File: src/rtl/uart_tx_arbiter.sv
// -----------------------------------------------------------------------------
// uart_tx_arbiter
//
// Shares a single UART transmit engine among NUM_REQ byte-level requesters.
// A round-robin arbiter picks one requester, latches its byte and parity mode,
// pulses the engine's start input and then follows the engine's busy flag
// through one frame. When the frame ends, the winner gets a one-cycle ack
// (with err_o set if the engine never went busy), and a fixed idle gap is
// enforced before the next frame can start.
//
// Ports
//   clk_i       in   1           system clock
//   resetn_i    in   1           asynchronous active-low reset
//   req_i       in   NUM_REQ     level request per requester, held until ack
//   data_i      in   NUM_REQ*8   byte per requester, slice k = [8k+7:8k]
//   ctrl_i      in   NUM_REQ*3   parity mode per requester, slice k = [3k+2:3k]
//   ack_o       out  NUM_REQ     one-cycle pulse to the served requester
//   err_o       out  1           pulses with ack_o when the engine never went busy
//   grant_o     out  NUM_REQ     one-hot owner, held from ARB exit through ACK
//   tx_start_o  out  1           one-cycle start pulse to the engine
//   tx_data_o   out  8           byte to the engine, stable until the next load
//   tx_ctrl_o   out  3           parity mode to the engine, stable with tx_data_o
//   tx_busy_i   in   1           engine busy flag
// -----------------------------------------------------------------------------
module uart_tx_arbiter #(
  parameter int NUM_REQ       = 4,   // 2..8
  parameter int START_TIMEOUT = 16,  // >= 2
  parameter int GAP_CYCLES    = 2    // 0..15
) (
  input  logic                 clk_i,
  input  logic                 resetn_i,
  input  logic [NUM_REQ-1:0]   req_i,
  input  logic [NUM_REQ*8-1:0] data_i,
  input  logic [NUM_REQ*3-1:0] ctrl_i,
  output logic [NUM_REQ-1:0]   ack_o,
  output logic                 err_o,
  output logic [NUM_REQ-1:0]   grant_o,
  output logic                 tx_start_o,
  output logic [7:0]           tx_data_o,
  output logic [2:0]           tx_ctrl_o,
  input  logic                 tx_busy_i
);

  localparam int PTR_W = $clog2(NUM_REQ);
  localparam int TO_W  = $clog2(START_TIMEOUT);

  typedef enum logic [2:0] {
    S_IDLE,
    S_ARB,
    S_LOAD,
    S_WAIT_BUSY,
    S_WAIT_DONE,
    S_ACK,
    S_GAP
  } state_t;

  state_t           state;
  logic [PTR_W-1:0] ptr;      // first index searched in the next arbitration
  logic [TO_W-1:0]  to_cnt;   // cycles spent waiting for the engine to go busy
  logic [3:0]       gap_cnt;  // remaining idle cycles after an ack

  // ---------------------------------------------------------------------------
  // Round-robin pick: first set request at or after ptr, wrapping past the top.
  // ---------------------------------------------------------------------------
  logic             win_found;
  logic [PTR_W-1:0] win_idx;
  logic [PTR_W-1:0] cand;
  logic [PTR_W-1:0] ptr_next;

  // NOTE: every combinational output gets a default before the loop so that
  // no path leaves it unassigned; otherwise synthesis infers a latch.
  always_comb begin
    win_found = 1'b0;
    win_idx   = '0;
    cand      = '0;
    for (int i = 0; i < NUM_REQ; i++) begin
      cand = PTR_W'((int'(ptr) + i) % NUM_REQ);
      if (!win_found && req_i[cand]) begin
        win_found = 1'b1;
        win_idx   = cand;
      end
    end
  end

  assign ptr_next = (win_idx == PTR_W'(NUM_REQ - 1)) ? '0 : win_idx + PTR_W'(1);

  // Winner's one-hot code and its data/ctrl slices, selected with constant
  // slice bounds.
  logic [NUM_REQ-1:0] win_oh;
  logic [7:0]         sel_data;
  logic [2:0]         sel_ctrl;

  always_comb begin
    win_oh   = '0;
    sel_data = '0;
    sel_ctrl = '0;
    for (int k = 0; k < NUM_REQ; k++) begin
      if (win_idx == PTR_W'(k)) begin
        win_oh[k] = 1'b1;
        sel_data  = data_i[8*k +: 8];
        sel_ctrl  = ctrl_i[3*k +: 3];
      end
    end
  end

  // ---------------------------------------------------------------------------
  // Control FSM. All outputs are registered and are set on the transition into
  // the state that owns them, so each one is valid for exactly that state.
  // ---------------------------------------------------------------------------
  // NOTE: sequential state uses non-blocking assignments only, so every
  // register samples values from before the clock edge regardless of order.
  always_ff @(posedge clk_i or negedge resetn_i) begin
    if (!resetn_i) begin
      state      <= S_IDLE;
      ptr        <= '0;
      to_cnt     <= '0;
      gap_cnt    <= '0;
      ack_o      <= '0;
      err_o      <= 1'b0;
      grant_o    <= '0;
      tx_start_o <= 1'b0;
      tx_data_o  <= 8'h00;
      tx_ctrl_o  <= 3'b000;
    end else begin
      case (state)
        S_IDLE: begin
          if (|req_i) state <= S_ARB;
        end

        // A request that vanished between IDLE and ARB produces no frame.
        S_ARB: begin
          if (win_found) begin
            grant_o    <= win_oh;
            tx_data_o  <= sel_data;
            tx_ctrl_o  <= sel_ctrl;
            ptr        <= ptr_next;
            tx_start_o <= 1'b1;
            state      <= S_LOAD;
          end else begin
            state <= S_IDLE;
          end
        end

        S_LOAD: begin
          tx_start_o <= 1'b0;
          to_cnt     <= '0;
          state      <= S_WAIT_BUSY;
        end

        // Busy is checked before the timeout, so busy arriving on the last
        // allowed cycle still counts. A busy flag that is already high
        // (stale) is taken as the frame having started.
        S_WAIT_BUSY: begin
          if (tx_busy_i) begin
            state <= S_WAIT_DONE;
          end else if (to_cnt == TO_W'(START_TIMEOUT - 1)) begin
            ack_o <= grant_o;
            err_o <= 1'b1;
            state <= S_ACK;
          end else begin
            to_cnt <= to_cnt + TO_W'(1);
          end
        end

        S_WAIT_DONE: begin
          if (!tx_busy_i) begin
            ack_o <= grant_o;
            err_o <= 1'b0;
            state <= S_ACK;
          end
        end

        // err_o doubles as the error flag; it is only meaningful during ACK.
        S_ACK: begin
          ack_o   <= '0;
          err_o   <= 1'b0;
          grant_o <= '0;
          if (GAP_CYCLES == 0) begin
            state <= S_IDLE;
          end else begin
            gap_cnt <= 4'(GAP_CYCLES - 1);
            state   <= S_GAP;
          end
        end

        S_GAP: begin
          if (gap_cnt == 4'd0) state <= S_IDLE;
          else                 gap_cnt <= gap_cnt - 4'd1;
        end

        default: state <= S_IDLE;
      endcase
    end
  end

endmodule
File: config.mk
export PLATFORM = sky130hd
export DESIGN_NAME = uart_tx_arbiter
export DESIGN_NICKNAME = d
export VERILOG_FILES = /design/src/rtl/uart_tx_arbiter.sv
export SDC_FILE = /design/constraint.sdc
export NUM_CORES = 1
export LEC_CHECK = 0
export CORE_UTILIZATION = 45
export DETAILED_ROUTE_END_ITERATION = 12
export PLACE_DENSITY = 0.8
export SETUP_SLACK_MARGIN = 0.3
export SLEW_MARGIN = 10
export SYNTH_ARGS = -nofsm -noshare
export SYNTH_HDL_FRONTEND = slang
export SYNTH_SLANG_ARGS = --single-unit
export TNS_END_PERCENT = 10
File: constraint.sdc
create_clock -name clk_i -period 2.3 [get_ports clk_i]
set_input_delay 0.46 -clock clk_i [delete_from_list [all_inputs] [get_ports clk_i]]
set_output_delay 0.46 -clock clk_i [all_outputs]
set_load 0.02 [all_outputs]
==> results.md <==
- Fin area: between 3000 and 4000 um^2
- Chip width: between 60 and 70 um
- Synth Cell Area: 2020 um^2
- CP arrival: 2230 ps
- Final worst path period need: 2020 ps
- Clock tree sinks: 34
- Post-DP HPWL: roughly 3600 um
- Ys flop type: dfrtp_1
- Antenna diode count: 0
- Clk_skew: around 5.0 ps
- Global-route wire length before repair: between 8000 and 9000 um
- Worst VDD drop: 575 uV
- Final-stage net count: between 300 and 400
- Setup crit end kind: register
- Core ar.: 4320 um^2
- Drt pass-1 iters: 4
- RSZ-0062 raised after global routing: yes
- Most common cell after layout, fill and taps aside: clkdlybuf4s50_1
- Slew @ Worst Pin: slightly below 800 ps
- Fin crit share: 0.879
- Die Height: 69.1 um
- Setup Crit Path Kind: register to register
- Clock-pin slew on the worst setup and hold paths: 70 ps
- Worst-skew pair later-pin latency: 290 ps
- Status: completed
- Routed vias: a little under 2k
- Tot GR Track Use: 0.235
- Startpoint Class: register
- CP max FO: 8
- Vias in the first global route: ~2.0k
- CP required: around 2500 ps
- Placer Congestion: 0.758
- Post-Syn Nets: between 200 and 300
- CTS tree: built
- Register area share after synthesis: 0.421
- Max Cap Viol: 0
- Slew HR: 0.476
- DRT antenna net count: 0
- DIE AREA: 4770 um^2
- Syn Inst Count: 222
- Total negative slack: 0 ps
- Layout area overhead: 57.8%
- CTS Hold Buffers Added: 0
- Layout cells sized above 1: 0.186
- TritonCTS buffer count: 5
- Leak: approximately 1.4 nW
- H-tree lvl count: 2
- Wire per inst: 15.0 um
- Endpoints failing setup: 0
- DRC viols: 0
- Fin cells: 363
- Commonest non-fill, non-tap cells in the layout: clkdlybuf4s50_1 (67), dfrtp_1 (34), nand2_1 (28)
- Initial Util: 0.468
- Row cnt: 24
- Endpoints failing hold: 0
- Slew Limit Fails: 0
- Yosys reg bits: 34
- Io pins: 72
- PwrDens: 1190 nW/um^2
- Port Buf Inserts: 71
- Final WL: 5430 um
- Clk buf depth: 2
- Root Buffer: clkbuf_8
- Initial antenna violation count: 0
- Synth cell types: 42
- Vias per cell: 5.47
- Asr flop ratio synth: 1.00
- Achievable frequency: 495 MHz
- Pin count of the biggest net entering global routing: 35
- Total gr overflow: 0
- Post-Syn Area per Cell: roughly 9 um^2
- Yosys warns: 0
- DR iter-0 viols: 99
- Placed cells: between 300 and 400
- Hold WC Path Type: register to register
- Area of placed instances: 2900 um^2
- Hold slack: 493 ps
- Design Power: 3.80 mW
- EDFF count, synth: 0
per-layer routing:
| metal | global-route usage | wire length, um | part of all wire |
|---|---|---|---|
| met1 | 0.271 | 2150 | 0.40 |
| met5 | 0 | 0 | 0 |
| met2 | 0.387 | 2730 | 0.50 |
| met3 | 0.0804 | 399 | 0.074 |
| met4 | 0.118 | 148 | 0.027 |
what timing repair did:
item | in CTS | in global routing
gates resized for setup | 23 | 7
buffers inserted | 5 | 1
setup endpoints to repair | 13 | 11
pin swaps | 6 | 5
state kept, by name (all words and copies together) (netlist names):
| signal | count |
|---|---|
| ptr | 2 |
| state | 3 |
| tx_data_o | 8 |
| ack_o | 4 |
| grant_o | 4 |
| err_o | 1 |
| tx_ctrl_o | 3 |
| gap_cnt | 4 |
| tx_start_o | 1 |
| to_cnt | 4 |
path summary, 6_finish.rpt:
check / start / end / slack [ps] / depth (start not counted)
worst max-delay path: ptr[0]$_DFFE_PN0N_ / tx_data_o[3]$_DFFE_PN0N_ / 280 / 10
worst min-delay path: gap_cnt[3]$_DFFE_PN0P_ / gap_cnt[3]$_DFFE_PN0P_ / 490 / 1
worst max register to register: ptr[0]$_DFFE_PN0N_ / tx_data_o[3]$_DFFE_PN0N_ / 280 / 10
worst min register to register: gap_cnt[3]$_DFFE_PN0P_ / gap_cnt[3]$_DFFE_PN0P_ / 490 / 1
max in group asynchronous: resetn_i / tx_data_o[5]$_DFFE_PN0N_ / 1410 / 2
min in group asynchronous: resetn_i / to_cnt[0]$_DFFE_PN0P_ / 570 / 2
per-stage QoR:
| stage | worst slack [ps] | util |
|---|---|---|
| 4_1_cts | 254 | 0.725 |
| 5_1_grt | 152 | 0.738 |
| 3_3_place_gp | -537 | 0.670 |
| 2_1_floorplan | 306 | - |
| 3_5_place_dp | -654 | 0.670 |
| 6_report | 279 | 0.738 |
critical path, stage by stage, from the launching register on:
cell and delay, ps:
dfrtp_1 420, nand2b_4 160, nor2b_1 130, o22a_1 180
inv_2 100, ha_4 140, nor2b_4 180, buf_12 140
a221oi_1 70, a211o_1 230, a31oi_1 180
report_power, final:
group | internal, mW | switching [mW] | total (mW)
Combinational | 1.10 | 1.08 | 2.18
Clock | 0.322 | 0.232 | 0.554
Sequential | 0.846 | 0.218 | 1.06
cell usage after synthesis (all sizes together), types with 2 or more instances:
library cell / count / area share
a211o: 10 / 0.043
a211oi: 2 / 0.014
a21oi: 11 / 0.027
a221oi: 10 / 0.043
a22o: 2 / 0.0093
a31oi: 13 / 0.040
and2: 2 / 0.0062
and2b: 2 / 0.0074
buf: 7 / 0.023
clkbuf: 5 / 0.0093
dfrtp: 34 / 0.42
ha: 6 / 0.037
inv: 21 / 0.039
mux2: 5 / 0.030
mux2i: 5 / 0.025
nand2: 28 / 0.052
nand2b: 6 / 0.022
nand3: 3 / 0.0074
nor2: 23 / 0.043
nor2b: 3 / 0.0093
nor3: 2 / 0.011
o21ai: 8 / 0.020
cell type report:
type / instances / area, um^2
fillers: 312 / 1130
flip-flops and latches: 34 / 851
clock inverters: 3 / 45.0
repair buffers: 93 / 937
well taps: 52 / 65.1
clock buffers: 5 / 68.8
inverters: 21 / 78.8
multi-input cells: 155 / 1150
cell families (layout without fill, tap and decap cells):
group                      Yosys count  in the layout  share of synthesized area
and+or+nand+nor                     74             74                      0.183
muxes                               10             10                     0.0544
adders and majority gates            6              6                     0.0371
DFF                                 34             34                      0.421
buffers and inverters               33            122                     0.0717
AOI/OAI and AO/OA                   65             65                      0.233
No activity file was read; power rests on OpenSTA's default activity.
==> patch (config.mk and constraints unchanged) <==
Reset style: synchronous (`resetn_i`), changed in one clocked block. Comments in the files are not updated.
--- a/src/rtl/uart_tx_arbiter.sv
+++ b/src/rtl/uart_tx_arbiter.sv
@@ -110,5 +110,5 @@
   // NOTE: sequential state uses non-blocking assignments only, so every
   // register samples values from before the clock edge regardless of order.
-  always_ff @(posedge clk_i or negedge resetn_i) begin
+  always_ff @(posedge clk_i) begin
     if (!resetn_i) begin
       state      <= S_IDLE;
Formal check against the unedited RTL: differs if resetn_i is asserted again (counterexample within 4 cycles, from zero or initial values and one cycle with resetn_i low); with resetn_i held inactive, the same outputs for 10 cycles.
==> patch against the original RTL <==
Register-to-register slack got worse by 0.07 ns; sequential cell count unchanged; via count increased by 10%; maximum frequency decreased by 4.0%; worst hold slack got worse by 0.035 ns; worst setup slack got worse by 0.085 ns; final cell count increased by 9.1%; routed wire length increased by 9.7%; final area decreased by 2.7%; count of clock-buffer cells in the layout unchanged; area after synthesis decreased by 3.5%; critical path type is now primary input to flop; highest routed layer unchanged.
Power is not compared: it rests on default switching activity, and its combinational part moved more than twofold at a synthesized area within 25%.
==> patch: results (changes against the original RTL) <==
detailed_routing:
  drt-initial-drc-count: 114  # +15%
  vias: 2186  # +10%
  route.detailed.wl_per_inst_um: 15.0  # +0.52%
  routed_via_density: 5.52  # +1.0%
grt:
  grt_max_degree: 19  # -46%
  groute.usage.overall_pct: 26.2  # +2.7 points
  grt_pass1_vias: 1917  # -3.6%
timing:
  clock_skew_ns: 0.00375  # -0.00121 ns
  worst_hold_slack_ns: 0.457  # -0.0353 ns
synth:
  synth_compound_area_share_pct: 27.4  # +4.1 points
  synth-adder-area-share_pct: 3.84  # +0.13 points
  dominantRegCellSynth: "dfxtp_1"
  yosysSeqAreaShare_pct: 34.8  # -7.2 points
  synthMuxAreaShare_pct: 2.63  # -2.8 points
run_status:
  status: "completed"
final_layout:
  post_route_cells_drive_above_1_share_pct: 17.9  # -0.73 points
  n_all_inverters: 18  # -14%
  layout.nets: 403  # +9.8%
  n_all_buffers: 94  # +1.1%
  area.growth.synth_to_final_pct: 59.0
  seq_cell_count: 34  # unchanged
  nonclk_buf_share_pct: 31.1  # +1.7 points
  multi_input_area_share_pct: 40.2  # +4.3 points
placed_design:
  place_worst_setup_slack_ns: -0.301  # +0.353 ns
  place.detailed.hpwl_mm: 3.85  # +7.8%
  dpl_cell_area_um2: 2820  # -2.7%
worst_hold_path:
  hold_path_stages: 2  # +1
  worst_hold_startpoint: "ack_o[1]$_SDFFE_PN0P_"
critical_path:
  worst_path_max_delay_cell: "o22a_1"
  start_point_of_the_critical_path: "req_i[0]"
  worst_r2r_path_depth: 11  # +1
  cp-endpoint: "tx_data_o[2]$_SDFFE_PN0N_"
die:
  fp-row-count: 23  # -4.2%
patch: changes by cell type in the layout (fill, tap and decap cells not counted), moves of 4 or more:
cell      change
o21ai_1      +11
a21oi_2       +6
dfrtp_1      -34
nand2b_1      -4
a221oi_2      +4
o21ai_0       +8
a211o_1      -10
dfxtp_1      +33
a21oi_1      +20
nand2_1      +10
a31oi_1      -10
patch: what timing repair did:
action,4_1_cts,5_1_grt
gates resized for setup,35,6
setup endpoints to repair,16,17
cloned,2,0
pin swaps,12,3
buffers inserted,9,0
patch: power groups by stage:
stage,clock [uW],sequential (uW),combinational [uW]
6_report,415,675,733
3_3_place_gp,0,685,600
3_5_place_dp,0,685,606
2_1_floorplan,0,711,331
5_1_grt,446,681,791
4_1_cts,428,674,702
patch: layer usage:
metal	track usage, %	share of wire, %	up-vias
met1	32.0	43	994
met4	7.81	2.0	0
li1	-	-	1091
met3	5.83	8.4	14
met2	45.5	47	87
met5	0	0	-
